==> config.mk <==
export PLATFORM = sky130hd
export DESIGN_NAME = commit_trace_fifo_flat
export DESIGN_NICKNAME = d
export VERILOG_FILES = /design/src/rtl/commit_trace_fifo_if.sv /design/src/rtl/commit_trace_fifo.sv /design/src/flat_wrapper.sv
export SDC_FILE = /design/constraint.sdc
export NUM_CORES = 1
export LEC_CHECK = 0
export CORE_ASPECT_RATIO = 1.25
export CORE_MARGIN = 3
export CORE_UTILIZATION = 55
export DETAILED_ROUTE_END_ITERATION = 16
export PLACE_DENSITY = 0.73
export SKIP_CTS_REPAIR_TIMING = 1
export SLEW_MARGIN = 20
export SYNTH_ARGS = -nofsm -noshare
export SYNTH_HDL_FRONTEND = slang
export SYNTH_SLANG_ARGS = --single-unit
==> constraint.sdc <==
create_clock -name clk -period 14.6 [get_ports clk]
set_input_delay 2.92 -clock clk [delete_from_list [all_inputs] [get_ports clk]]
set_output_delay 2.92 -clock clk [all_outputs]
set_load 0.01 [all_outputs]
==> src/rtl/commit_trace_fifo_if.sv <==
// Commit-trace stream bundle: core retirement inputs, consumer stream outputs and stats controls.
// The slave modport is the trace buffer; the master modport is the core/host side.
interface commit_trace_fifo_if #(
    parameter int XLEN           = 32,
    parameter int DEPTH          = 16,
    parameter int DROP_CNT_WIDTH = 16
);
    logic                         trace_enable;
    logic                         commit_valid;
    logic [XLEN-1:0]              commit_tag;
    logic [XLEN-1:0]              commit_instr;
    logic                         commit_rd_wr_en;
    logic [4:0]                   commit_rd_addr;
    logic [XLEN-1:0]              commit_rd_data;
    logic                         commit_store;
    logic [XLEN-1:0]              commit_store_data;
    logic                         trace_valid;
    logic                         trace_ready;
    logic [3*XLEN+7:0]            trace_data;
    logic [$clog2(DEPTH+1)-1:0]   trace_count;
    logic                         overflow;
    logic [DROP_CNT_WIDTH-1:0]    drop_cnt;
    logic                         stats_clr;

    modport slave (
        input  trace_enable, commit_valid, commit_tag, commit_instr, commit_rd_wr_en,
               commit_rd_addr, commit_rd_data, commit_store, commit_store_data,
               trace_ready, stats_clr,
        output trace_valid, trace_data, trace_count, overflow, drop_cnt
    );

    modport master (
        output trace_enable, commit_valid, commit_tag, commit_instr, commit_rd_wr_en,
               commit_rd_addr, commit_rd_data, commit_store, commit_store_data,
               trace_ready, stats_clr,
        input  trace_valid, trace_data, trace_count, overflow, drop_cnt
    );
endinterface

==> src/rtl/commit_trace_fifo.sv <==
// Non-intrusive commit-trace buffer: circular FWFT FIFO of retirement records with
// accounted overflow drops and a gap marker on the first record after any loss.
module commit_trace_fifo #(
    parameter int XLEN           = 32,
    parameter int DEPTH          = 16,
    parameter int DROP_CNT_WIDTH = 16
) (
    input  logic                  clk,
    input  logic                  rst_n,
    commit_trace_fifo_if.slave    bus
);
    localparam int REC_W = 3*XLEN + 8;
    localparam int PTR_W = $clog2(DEPTH);
    localparam int CNT_W = $clog2(DEPTH+1);

    logic [REC_W-1:0]          mem_q [DEPTH];
    logic [PTR_W-1:0]          wr_ptr_q, wr_ptr_d;
    logic [PTR_W-1:0]          rd_ptr_q, rd_ptr_d;
    logic [CNT_W-1:0]          count_q, count_d;
    logic                      overflow_q, overflow_d;
    logic [DROP_CNT_WIDTH-1:0] drop_cnt_q, drop_cnt_d;
    logic                      gap_pending_q, gap_pending_d;

    logic                      push_req, pop, full, push_acc, drop;
    logic [XLEN-1:0]           data_sel;
    logic [REC_W-1:0]          rec;

    always_comb begin
        push_req      = bus.trace_enable & bus.commit_valid;
        pop           = (count_q != '0) & bus.trace_ready;
        full          = (count_q == CNT_W'(DEPTH));
        // A full FIFO still takes the commit when the head leaves in the same cycle.
        push_acc      = push_req & (~full | pop);
        drop          = push_req & ~push_acc;

        data_sel      = '0;
        if (bus.commit_rd_wr_en) begin
            data_sel = bus.commit_rd_data;
        end else if (bus.commit_store) begin
            data_sel = bus.commit_store_data;
        end
        rec = {gap_pending_q, bus.commit_store, bus.commit_rd_wr_en, bus.commit_rd_addr,
               data_sel, bus.commit_instr, bus.commit_tag};

        wr_ptr_d      = push_acc ? wr_ptr_q + PTR_W'(1) : wr_ptr_q;
        rd_ptr_d      = pop      ? rd_ptr_q + PTR_W'(1) : rd_ptr_q;
        count_d       = count_q + CNT_W'(push_acc) - CNT_W'(pop);

        gap_pending_d = gap_pending_q;
        if (drop) begin
            gap_pending_d = 1'b1;
        end else if (push_acc) begin
            gap_pending_d = 1'b0;
        end

        overflow_d    = overflow_q | drop;
        drop_cnt_d    = drop_cnt_q;
        if (bus.stats_clr) begin
            overflow_d = drop;
            drop_cnt_d = DROP_CNT_WIDTH'(drop);
        end else if (drop && (drop_cnt_q != {DROP_CNT_WIDTH{1'b1}})) begin
            drop_cnt_d = drop_cnt_q + DROP_CNT_WIDTH'(1);
        end
    end

    always_ff @(posedge clk) begin
        if (!rst_n) begin
            wr_ptr_q      <= '0;
            rd_ptr_q      <= '0;
            count_q       <= '0;
            overflow_q    <= 1'b0;
            drop_cnt_q    <= '0;
            gap_pending_q <= 1'b0;
        end else begin
            wr_ptr_q      <= wr_ptr_d;
            rd_ptr_q      <= rd_ptr_d;
            count_q       <= count_d;
            overflow_q    <= overflow_d;
            drop_cnt_q    <= drop_cnt_d;
            gap_pending_q <= gap_pending_d;
        end
    end

    // Storage carries no reset; validity is tracked entirely by count_q.
    always_ff @(posedge clk) begin
        if (rst_n && push_acc) begin
            mem_q[wr_ptr_q] <= rec;
        end
    end

    assign bus.trace_valid = (count_q != '0);
    assign bus.trace_data  = mem_q[rd_ptr_q];
    assign bus.trace_count = count_q;
    assign bus.overflow    = overflow_q;
    assign bus.drop_cnt    = drop_cnt_q;
endmodule

==> src/flat_wrapper.sv <==
// flat-port wrapper written by rule: the top's interface ports become plain ports
module commit_trace_fifo_flat 
#(
    parameter int XLEN           = 32,
    parameter int DEPTH          = 16,
    parameter int DROP_CNT_WIDTH = 16
)
  (clk, rst_n, bus_trace_enable, bus_commit_valid, bus_commit_tag, bus_commit_instr, bus_commit_rd_wr_en, bus_commit_rd_addr, bus_commit_rd_data, bus_commit_store, bus_commit_store_data, bus_trace_ready, bus_stats_clr, bus_trace_valid, bus_trace_data, bus_trace_count, bus_overflow, bus_drop_cnt);
  commit_trace_fifo_if #(.XLEN(XLEN), .DEPTH(DEPTH), .DROP_CNT_WIDTH(DROP_CNT_WIDTH)) bus_i ();
  input  logic clk;
  input  logic rst_n;
  input wire logic [$bits(bus_i.trace_enable)-1:0] bus_trace_enable;
  input wire logic [$bits(bus_i.commit_valid)-1:0] bus_commit_valid;
  input wire logic [$bits(bus_i.commit_tag)-1:0] bus_commit_tag;
  input wire logic [$bits(bus_i.commit_instr)-1:0] bus_commit_instr;
  input wire logic [$bits(bus_i.commit_rd_wr_en)-1:0] bus_commit_rd_wr_en;
  input wire logic [$bits(bus_i.commit_rd_addr)-1:0] bus_commit_rd_addr;
  input wire logic [$bits(bus_i.commit_rd_data)-1:0] bus_commit_rd_data;
  input wire logic [$bits(bus_i.commit_store)-1:0] bus_commit_store;
  input wire logic [$bits(bus_i.commit_store_data)-1:0] bus_commit_store_data;
  input wire logic [$bits(bus_i.trace_ready)-1:0] bus_trace_ready;
  input wire logic [$bits(bus_i.stats_clr)-1:0] bus_stats_clr;
  output wire logic [$bits(bus_i.trace_valid)-1:0] bus_trace_valid;
  output wire logic [$bits(bus_i.trace_data)-1:0] bus_trace_data;
  output wire logic [$bits(bus_i.trace_count)-1:0] bus_trace_count;
  output wire logic [$bits(bus_i.overflow)-1:0] bus_overflow;
  output wire logic [$bits(bus_i.drop_cnt)-1:0] bus_drop_cnt;
  assign bus_i.trace_enable = bus_trace_enable;
  assign bus_i.commit_valid = bus_commit_valid;
  assign bus_i.commit_tag = bus_commit_tag;
  assign bus_i.commit_instr = bus_commit_instr;
  assign bus_i.commit_rd_wr_en = bus_commit_rd_wr_en;
  assign bus_i.commit_rd_addr = bus_commit_rd_addr;
  assign bus_i.commit_rd_data = bus_commit_rd_data;
  assign bus_i.commit_store = bus_commit_store;
  assign bus_i.commit_store_data = bus_commit_store_data;
  assign bus_i.trace_ready = bus_trace_ready;
  assign bus_i.stats_clr = bus_stats_clr;
  assign bus_trace_valid = bus_i.trace_valid;
  assign bus_trace_data = bus_i.trace_data;
  assign bus_trace_count = bus_i.trace_count;
  assign bus_overflow = bus_i.overflow;
  assign bus_drop_cnt = bus_i.drop_cnt;
  commit_trace_fifo #(.XLEN(XLEN), .DEPTH(DEPTH), .DROP_CNT_WIDTH(DROP_CNT_WIDTH)) u_core (.clk(clk), .rst_n(rst_n), .bus(bus_i));
endmodule
==> results.cfg <==
[drt]
drc_errors = 0
drt-pass1-iter-count = 5
wl_per_cell_um = 30.8
via_per_inst = 6.37
drt_iter0_drc = 3155
wirelength_mm = 141
ant_nets = 0
vias = 29227

[timing]
maxSlewViolCount = 0
clock_skew_ns = 0.0203
hold_violations = 0
finalSetupViolCount = 0
fmax_mhz = 127
fin_setup_tns_ns = 0
fin_crit_ns = 7.90
worst_pin_slew_ns = 1.14
slew_headroom_pct = 23.9
rsz0062_at_grt = no
finalCritPeriodShare_pct = 54.1

[layout]
nets = 3064
syn_to_final_growth_pct = 14.9
layout_commonest_cell = edfxtp_1
layout_common_cells = 1664 x edfxtp_1, 520 x mux4_2, 266 x clkdlybuf4s50_1
drive_above_1_share_pct = 27.0
fin_area_sq_mm = 0.0742

[synthesis]
synthArstFlopShare_pct = 0
yosysTopAreaCell = edfxtp_1
synth_area_sq_mm = 0.0645
synth-seq-cells = 1699
synth-edff-count = 1664
syn-num-nets = 2718
synth_area_per_cell_sq_um = 25.2
synthTopCellsByArea = edfxtp_1 77%, mux4_2 18%, dfxtp_1 1.1%, a22o_1 0.42%, clkbuf_1 0.37%
ys_warn_count = 0
synth_flop_cell = edfxtp_1
synth.distinct_cells = 49
yosysSeqAreaShare_pct = 78.5
yosysTopAreaCellShare_pct = 77.5
synthCells = 2564

[power_and_ir_drop]
power_frac_clock_pct = 35.1
pwr-share-seq_pct = 47.8
p_switching_w = 0.00261
irDropWorstVdd_mv = 0.154
powerDensity_mw_per_mm2 = 154
intPower_w = 0.00878
p_sw_share_pct = 22.9
power_leakage_nw = 22.3
pwr-share-comb_pct = 17.1

[grt]
grt_pass1_wl_mm = 208
grt_max_degree = 181
gr-total-overflow = 0
antenna_found_initial = 14
grt_use_total_pct = 23.6
grt_pass1_vias = 30869

[run_status]
status = completed

[worst_setup_path]
start_kind = flop
setup.worst_path.class = reg2out
cp.required_ns = 11.68
cp_data_arrival_time_ns = 4.98
worst_setup_path_end_kind = primary output
crit_fanout = 88

[clock_network]
clock_latency_ns = 0.76
cts-root-buf = clkbuf_16
cts_tree = built
clkSinkCount = 1699
cts.reportedPaths.clkPinSlew_ns = 0.07
cts_htree_levels = 4
clock_path_buffers = 3
cts_made_buffers = 157

[placed_design]
postPlaceCellArea_sq_mm = 0.0691
hpwl_mm = 70.1
gp_congestion = 0.755
io_buffers = 267

[die]
num_rows = 139
initial_utilization_pct = 55.8
die_height_um = 389
core-area_sq_mm = 0.116
num_io_pins = 268
die_width_um = 312
fp.dieArea_sq_mm = 0.121

[min_path]
holdCritPathClass = reg2reg

[run]
max_cap_viol_count = 0
[cell type report]
| cell class | count | area (sq um) |
|---|---|---|
| clock inverter | 88 | 831 |
| multi-input combinational | 723 | 13200 |
| timing repair buffer | 315 | 3210 |
| antenna | 6 | 15.0 |
| clock buffer | 190 | 4190 |
| sequential | 1699 | 50700 |
| fill | 7295 | 41500 |
| inverter | 14 | 52.6 |
| tap | 1551 | 1940 |
[flip-flops by register name (all words and copies together), names as in the netlist, named ones only]
| register | count |
|---|---|
| u_core.bus.overflow | 1 |
| u_core.bus.drop_cnt | 16 |
| u_core.mem_q | 1664 |
| u_core.wr_ptr_q | 4 |
| u_core.bus.trace_count | 5 |
| u_core.gap_pending_q | 1 |
| u_core.rd_ptr_q | 4 |
[power by group through the flow]
stage,Combinational (W),Sequential (W),Clock (W)
finish,0.00195,0.00545,0.00399
global route,0.00209,0.00545,0.00426
CTS,0.00198,0.00545,0.00406
detailed placement,0.00196,0.00555,0
global placement,0.00192,0.00555,0
floorplan,0.00140,0.00552,0
[worst max-delay path: stages (launching register included)]
cell and delay (ns):
dfxtp_4 0.81, buf_6 0.65, buf_12 0.33, buf_16 0.51
mux4_2 0.60, mux4_2 0.56, clkdlybuf4s50_1 0.52
[metrics by stage]
stage	hold WS (ns)	utilization, %	power [W]	instances	setup slack [ns]
finish	0.494	64.1	0.0114	4586	6.70
global route	0.525	64.1	0.0118	4583	6.25
CTS	0.491	64.0	0.0115	4578	6.36
detailed placement	0.475	59.7	0.00752	4300	7.22
global placement	0.460	59.7	0.00747	4299	7.25
floorplan	0.463	-	0.00692	2564	6.13
[kinds of logic after synthesis]
logic type | count (synthesis) | share of synthesized area [%]
AOI/OAI and AO/OA | 65 | 0.747
xor gates and xnor gates | 9 | 0.122
adders and majority gates | 13 | 0.264
buffers and inverters | 142 | 1.14
DFF | 1699 | 78.5
muxes | 526 | 18.2
and+or+nand+nor | 110 | 0.939
[metal layers]
metal	track usage [%]	up-vias	part of all wire, %
met4	5.92	12	1.9
met1	33.0	15857	39
met3	4.67	199	7.1
met5	0	-	0.056
li1	-	11884	-
met2	38.9	1275	52
[path summary, 6_finish.rpt]
check / start / end / slack (ns) / depth (start not counted)
worst max-delay path: flop / bus_trace_data[21] / 6.70 / 6
worst min-delay path: u_core.bus.overflow / u_core.bus.overflow / 0.49 / 2
worst max register to register: u_core.bus.trace_count[3] / u_core.mem_q[13][53] / 10.07 / 8
worst min register to register: u_core.bus.overflow / u_core.bus.overflow / 0.49 / 2
[synthesized netlist by cell type (2+ instances only)]
cell type,n
mux2i_1,6
inv_1,13
o31ai_1,7
dfxtp_1,35
nand4_1,4
ha_1,12
a21oi_1,16
or4_1,7
nor3_1,3
xor2_1,5
nand2b_1,4
buf_2,32
buf_1,6
buf_4,10
o21ai_1,2
clkbuf_1,63
nand3_1,14
or3_1,4
nor2b_1,2
buf_6,17
nor4_1,5
o21ai_0,3
a22o_1,31
nand2_1,19
and3_1,2
edfxtp_1,1664
nand3b_1,2
or2_2,5
xnor2_1,4
nor2_1,28
and4_1,2
mux4_2,520
No activity file was read; power rests on OpenSTA's default activity.
